<file path="config.mk">
export PLATFORM = sky130hd
export DESIGN_NAME = hazard_ctrl
export DESIGN_NICKNAME = d
export VERILOG_FILES = /design/src/rtl/hazard_ctrl.sv
export SDC_FILE = /design/constraint.sdc
export NUM_CORES = 1
export LEC_CHECK = 0
export BUFFER_PORTS_ARGS = -buffer_cell sky130_fd_sc_hd__buf_2
export CELL_PAD_IN_SITES_DETAIL_PLACEMENT = 1
export CELL_PAD_IN_SITES_GLOBAL_PLACEMENT = 2
export CORE_MARGIN = 2
export CORE_UTILIZATION = 15
export DETAILED_ROUTE_END_ITERATION = 8
export PLACE_DENSITY = 0.8
export SLEW_MARGIN = 20
export SYNTH_ARGS = -nofsm -noshare
export SYNTH_HDL_FRONTEND = slang
export SYNTH_SLANG_ARGS = --single-unit
</file>
<file path="constraint.sdc">
create_clock -name clk -period 1.2 [get_ports clk]
set_input_delay 0.12 -clock clk [delete_from_list [all_inputs] [get_ports clk]]
set_output_delay 0.12 -clock clk [all_outputs]
set_load 0.05 [all_outputs]
</file>
<file path="src/rtl/hazard_ctrl.sv">
// Pipeline hazard/stall controller: load-use stalls, branch flushes, multiply and memory holds.
// Optional performance counters are enabled by defining HAZ_PERF_CNT_EN.
module hazard_ctrl #(
  parameter int unsigned MUL_LAT = 4
`ifdef HAZ_PERF_CNT_EN
  , parameter int unsigned CNT_W = 16
`endif
) (
  input  logic       clk,
  input  logic       rst_n,
  input  logic [4:0] id_rs,
  input  logic [4:0] id_rt,
  input  logic       id_uses_rs,
  input  logic       id_uses_rt,
  input  logic       ex_memread,
  input  logic [4:0] ex_rd,
  input  logic       ex_branch_taken,
  input  logic       ex_mul_start,
  input  logic       mem_busy,
  output logic       pc_en,
  output logic       if_id_en,
  output logic       if_id_flush,
  output logic       id_ex_en,
  output logic       id_ex_bubble
`ifdef HAZ_PERF_CNT_EN
  , output logic [CNT_W-1:0] stall_cnt
  , output logic [CNT_W-1:0] flush_cnt
`endif
);

  localparam int unsigned MC_W = $clog2(MUL_LAT);
  localparam logic [MC_W-1:0] MUL_CNT_INIT = MC_W'(MUL_LAT - 2);

  typedef enum logic {
    ST_RUN      = 1'b0,
    ST_MUL_WAIT = 1'b1
  } state_t;

  state_t          r_state;
  state_t          w_state_nxt;
  logic [MC_W-1:0] r_mul_cnt;
  logic [MC_W-1:0] w_mul_cnt_nxt;
  logic            w_load_use;
  logic            w_rs_hit;
  logic            w_rt_hit;

  assign w_rs_hit   = id_uses_rs & (id_rs == ex_rd);
  assign w_rt_hit   = id_uses_rt & (id_rt == ex_rd);
  assign w_load_use = ex_memread & (ex_rd != 5'd0) & (w_rs_hit | w_rt_hit);

  always_ff @(posedge clk or negedge rst_n) begin
    if (!rst_n) begin
      r_state   <= ST_RUN;
      r_mul_cnt <= '0;
    end else begin
      r_state   <= w_state_nxt;
      r_mul_cnt <= w_mul_cnt_nxt;
    end
  end

  // Multiply hold keeps counting down even while memory is busy.
  always_comb begin
    w_state_nxt   = r_state;
    w_mul_cnt_nxt = r_mul_cnt;
    case (r_state)
      ST_RUN: begin
        if (ex_mul_start) begin
          w_state_nxt   = ST_MUL_WAIT;
          w_mul_cnt_nxt = MUL_CNT_INIT;
        end
      end
      ST_MUL_WAIT: begin
        if (r_mul_cnt == '0) begin
          w_state_nxt = ST_RUN;
        end else begin
          w_mul_cnt_nxt = r_mul_cnt - MC_W'(1);
        end
      end
      default: begin
        w_state_nxt   = ST_RUN;
        w_mul_cnt_nxt = '0;
      end
    endcase
  end

  // Priority: reset, mem_busy, multiply hold, taken branch, load-use, free run.
  always_comb begin
    pc_en        = 1'b1;
    if_id_en     = 1'b1;
    if_id_flush  = 1'b0;
    id_ex_en     = 1'b1;
    id_ex_bubble = 1'b0;
    if (!rst_n) begin
      pc_en = 1'b1;
    end else if (mem_busy || (r_state == ST_MUL_WAIT)) begin
      pc_en    = 1'b0;
      if_id_en = 1'b0;
      id_ex_en = 1'b0;
    end else if (ex_branch_taken) begin
      if_id_flush  = 1'b1;
      id_ex_bubble = 1'b1;
    end else if (w_load_use) begin
      pc_en        = 1'b0;
      if_id_en     = 1'b0;
      id_ex_bubble = 1'b1;
    end
  end

`ifdef HAZ_PERF_CNT_EN
  logic [CNT_W-1:0] r_stall_cnt;
  logic [CNT_W-1:0] r_flush_cnt;

  // Saturating event counters.
  always_ff @(posedge clk or negedge rst_n) begin
    if (!rst_n) begin
      r_stall_cnt <= '0;
      r_flush_cnt <= '0;
    end else begin
      if (!pc_en && (r_stall_cnt != '1)) begin
        r_stall_cnt <= r_stall_cnt + CNT_W'(1);
      end
      if (if_id_flush && (r_flush_cnt != '1)) begin
        r_flush_cnt <= r_flush_cnt + CNT_W'(1);
      end
    end
  end

  assign stall_cnt = r_stall_cnt;
  assign flush_cnt = r_flush_cnt;
`endif

endmodule

</file>
Yosys cells after proc, flatten, opt, wreduce, memory -nomap -nowiden
Cells that the tools add are included. Widths: inputs -> output; s select.

Register bits after elaboration: 3. Logic and storage cells: 36. Output and inout bits: 5. Input bits: 23.

Add/subtract/negate cells: 1. Bitwise gates (word level): 6. Mux-type cells: 19. Reduce and logical (&&, ||, !) cells: 4. Eq/ne operators: 4.

Operator list (number): $mux 1 (15); $eq 5x5->1 (2); $reduce_bool 5->1 (1); $and 1x1->1 (4); $mux 2 (2); $ne 2x2->1 const B (2); $pmux 2 s2 (1); $logic_not 2->1 (1); $pmux 1 s2 (1); $reduce_and 2->1 (1); $sub 2x1->2 const B (1); $logic_or 1x1->1 (1); $not 1->1 (1); $or 1x1->1 (1).

Logic depth before layout (Yosys ltp)
Word-level depth: 8. Gate-level depth with buffers: 5. Mapped depth without buffers: 5.

Least setup slack after synthesis
Ideal clock, no wire load.

Path kind: flip-flop to output port. From: reg r_state. To: out pc_en. Data arrival time: 2.503 ns. Slack: -1.423 ns. Path buffers: 1. Stages on the path, launching flop included: 4. Cell sequence: dfrtp_1 > o21ai_0 > o31a_1 > buf_4.

Word-level cells in the longest chain between the ends: 3.

Ends and longest elaborated chain: start: declaration (RTL line 39) `state_t r_state;`; start signal: assignment (RTL line 56) `r_state <= w_state_nxt;`; $logic_or 1x1->1 (RTL line 95) `end else if (mem_busy || (r_state == ST_MUL_WAIT)) begin`; $mux 1 (2 in a row); end: declaration (RTL line 20) `output logic pc_en,`.

Every way passes these cells.

Worst setup path after layout
From: in id_rs[1]. To: out pc_en.

Word-level cells in the longest chain between the ends: 8.

Ends and longest elaborated chain: start: declaration (RTL line 11) `input logic [4:0] id_rs,`; $eq 5x5->1 (RTL line 47) `assign w_rs_hit = id_uses_rs & (id_rs == ex_rd);`; $and 1x1->1 (RTL line 47); $or 1x1->1 (RTL line 49) `assign w_load_use = ex_memread & (ex_rd != 5'd0) & (w_rs_hit | w_rt_hit);`; $and 1x1->1 (RTL line 49); $mux 1 (RTL line 102) `end else if (w_load_use) begin`; $mux 1 (RTL line 99) `end else if (ex_branch_taken) begin`; $mux 1 (RTL line 95); $mux 1 (RTL line 93) `if (!rst_n) begin`.

Every way passes these cells.

==> results.toml <==
[finish]
stdcell_area_um2 = 669
stdcell_count = 99
antenna_cells = 0
drive_above_1_share_pct = 63.9
syn_to_final_growth_pct = 113
final_nets = 97

[synth]
yosysWarnings = 0
yosysTopAreaCell = "dfrtp_1"
syn_avg_cell_area_um2 = 8.72
ys_async_sr_fraction_pct = 100
yosys.area_share.simple_pct = 17.1
yosys.cell_count.top_type = "xor2_1"
synthAdderAreaFrac_pct = 3.98
netlist_area_um2 = 314
yosys-top-cells-area = "dfrtp_1 24%, xor2_1 22%, xnor2_1 5.6%, ha_1 4.0%, nor4_2 4.0%"
syn_nets = 60
synth-edff-count = 0
synth_cell_types = 22
ys_seq_area_share_pct = 23.9
yosysTopAreaCellShare_pct = 23.9
muxShareOfSynthArea_pct = 0
synth_top_family_by_area = "XOR/XNOR gates"
synth_commonest_cells = "8 x xor2_1, 3 x dfrtp_1, 3 x nor2_1"
synth_xor_area_share_pct = 27.9
synthCells = 36
ys_ff_latch = 3
synth_compound_area_share_pct = 22.3
synth-main-ff-cell = "dfrtp_1"

[cts]
root_buffer = "clkbuf_4"
clk_latency_ps = 230
numCtsBuffers = 3
clock-sinks = 3
clk_pin_slew_ps = 30
cts_tree = "built"
htreeDepth = 1
clock_path_buffers = 2

[global_routing]
grt_max_degree = 8
globalRouteOverflowTotal = 0
antenna_found_initial = 0
grt.total_usage_pct = 9.51
grt_pass1_wl_um = 1770
grt_pass1_vias = 442

[floorplan]
die_area_um2 = 2480
rows = 16
dieHeight_um = 49.8
start_util_pct = 16.0
core-area_um2 = 1960
die_w_um = 49.8
pin_count = 28

[route]
drtAntennaViolNets = 0
wl_per_cell_um = 10.6
viasPerCell = 4.16
wirelength_um = 1050
via_count = 412
first_iter_violations = 1
drtPass1Iterations = 3
drc = 0

[timing]
relSlewSlack_pct = 82.4
grt_setup_unrepaired = "true"
fin_crit_ps = 1520
max_freq_mhz = 656
finClkSkew_ps = 1.31
finalSetupTns_ps = -900
setup-violations-final = 5
min_period_over_period_pct = 127
drv_slew = 0
fin_ws_ps = -324
hold_viol_final = 3
hold-worst-slack_ps = -272
worst_slew_pin_slew_ps = 262

[placement]
hpwl_um = 833
portBuffers = 27
place_area_um2 = 538
place_congestion = 0.746
dp_cells = 94

[status]
outcome = "complete, but fails checks"
violations = "negative hold slack, negative setup slack"

[flow_run]
max_cap_viol_count = 0

[power_and_ir_drop]
max-vdd-ir-drop_v = 0.000758
powerDensity_nw_per_um2 = 1360
p_leak_nw = 0.314
p_total_mw = 0.909

[worst_setup_path]
crit_type = "primary input to output port"
path_max_fanout = 2
critical_path_required_ps = 1080
worstSetupEndpointType = "output port"
start_kind = "primary input"
arrival_ps = 1400

[worst_hold_path]
hold_class = "primary input to async pin"
==> cells in the final DEF, fill, tap and decap left out <==
master,netlist,final
o21ai_4,0,1
dfrtp_1,3,3
and3_4,0,1
or4_1,1,1
o211ai_1,1,1
buf_4,1,6
clkbuf_1,0,1
and2_0,1,1
a21oi_1,2,2
inv_1,2,2
nor2_2,0,2
buf_6,0,5
o22ai_1,1,1
xnor2_1,2,2
buf_2,0,19
xor2_1,8,8
clkbuf_4,0,3
o31a_4,0,1
a32oi_2,0,1
nand2_1,1,1
nor4_2,1,2
o21bai_4,0,1
nor2_1,3,1
o2111ai_2,0,1
buf_8,0,3
ha_1,1,1
a22oi_1,1,1
==> per-stage QoR <==
step                util [%]  worst slack [ps]
floorplan                  -              -230
global placement        27.4              -387
detailed placement      27.4              -409
CTS                     33.3              -331
global route            34.1              -393
finish                  34.1              -324
==> state kept, by name, indices dropped and copies added, names as in the netlist <==
register	cells
r_mul_cnt	2
r_state	1
==> path summary, 6_finish.rpt <==
| kind | from | to | slack, ps | cells past startpoint |
|---|---|---|---|---|
| min in group clk | ex_mul_start | r_state | 220 | 3 |
| min reg2reg | r_mul_cnt[0] | r_mul_cnt[0] | 540 | 3 |
| max reg2reg | r_state | r_mul_cnt[0] | 110 | 5 |
| max in group asynchronous | rst_n | r_mul_cnt[1] | 1310 | 1 |
| max | id_rs[1] | pc_en | -320 | 6 |
| min | rst_n | r_mul_cnt[0] | -270 | 1 |
==> kinds of logic (layout without fill, tap and decap cells) <==
kind of cell,Yosys count,in the layout
buffers and inverters,3,39
AND/OR/NAND/NOR,9,9
AO/OA/AOI/OAI,10,10
flip-flops,3,3
adder cells (fa/ha/maj),1,1
XOR/XNOR,10,10
==> per-layer routing <==
layer,routed length (µm),share of wire (%),GRT usage (%)
met2,559,53,16.2
met3,93,8.9,4.24
met5,0,0,0
met4,0,0,4.17
met1,395,38,10.0
==> repair_timing <==
action,4_1_cts,5_1_grt
pin swaps,8,0
resized for setup,21,2
setup endpoints to repair,5,5
setup buffers,0,1
endpoints found under the hold margin,3,3
==> worst max-delay path, stage by stage <==
cell	delay (ps)
buf_6	90
xor2_1	160
nor4_2	320
a32oi_2	180
o31a_4	380
buf_8	160
==> report_power, final <==
part / switching (mW) / total [mW] / internal [mW] / leakage, nW
Clock: 0.0454 / 0.170 / 0.124 / 0.0150
Combinational: 0.292 / 0.558 / 0.266 / 0.265
Sequential: 0.0276 / 0.181 / 0.154 / 0.0340
Total: 0.365 / 0.909 / 0.544 / 0.314
==> layout make-up <==
type	instances	area, µm²
Fill cell	236	1290
Multi-Input combinational cell	30	285
Timing Repair Buffer	33	241
Sequential cell	3	75.1
Tap cell	27	33.8
Clock buffer	4	26.3
Inverter	2	7.51
Note: power is estimated with default switching activity, not from simulation.
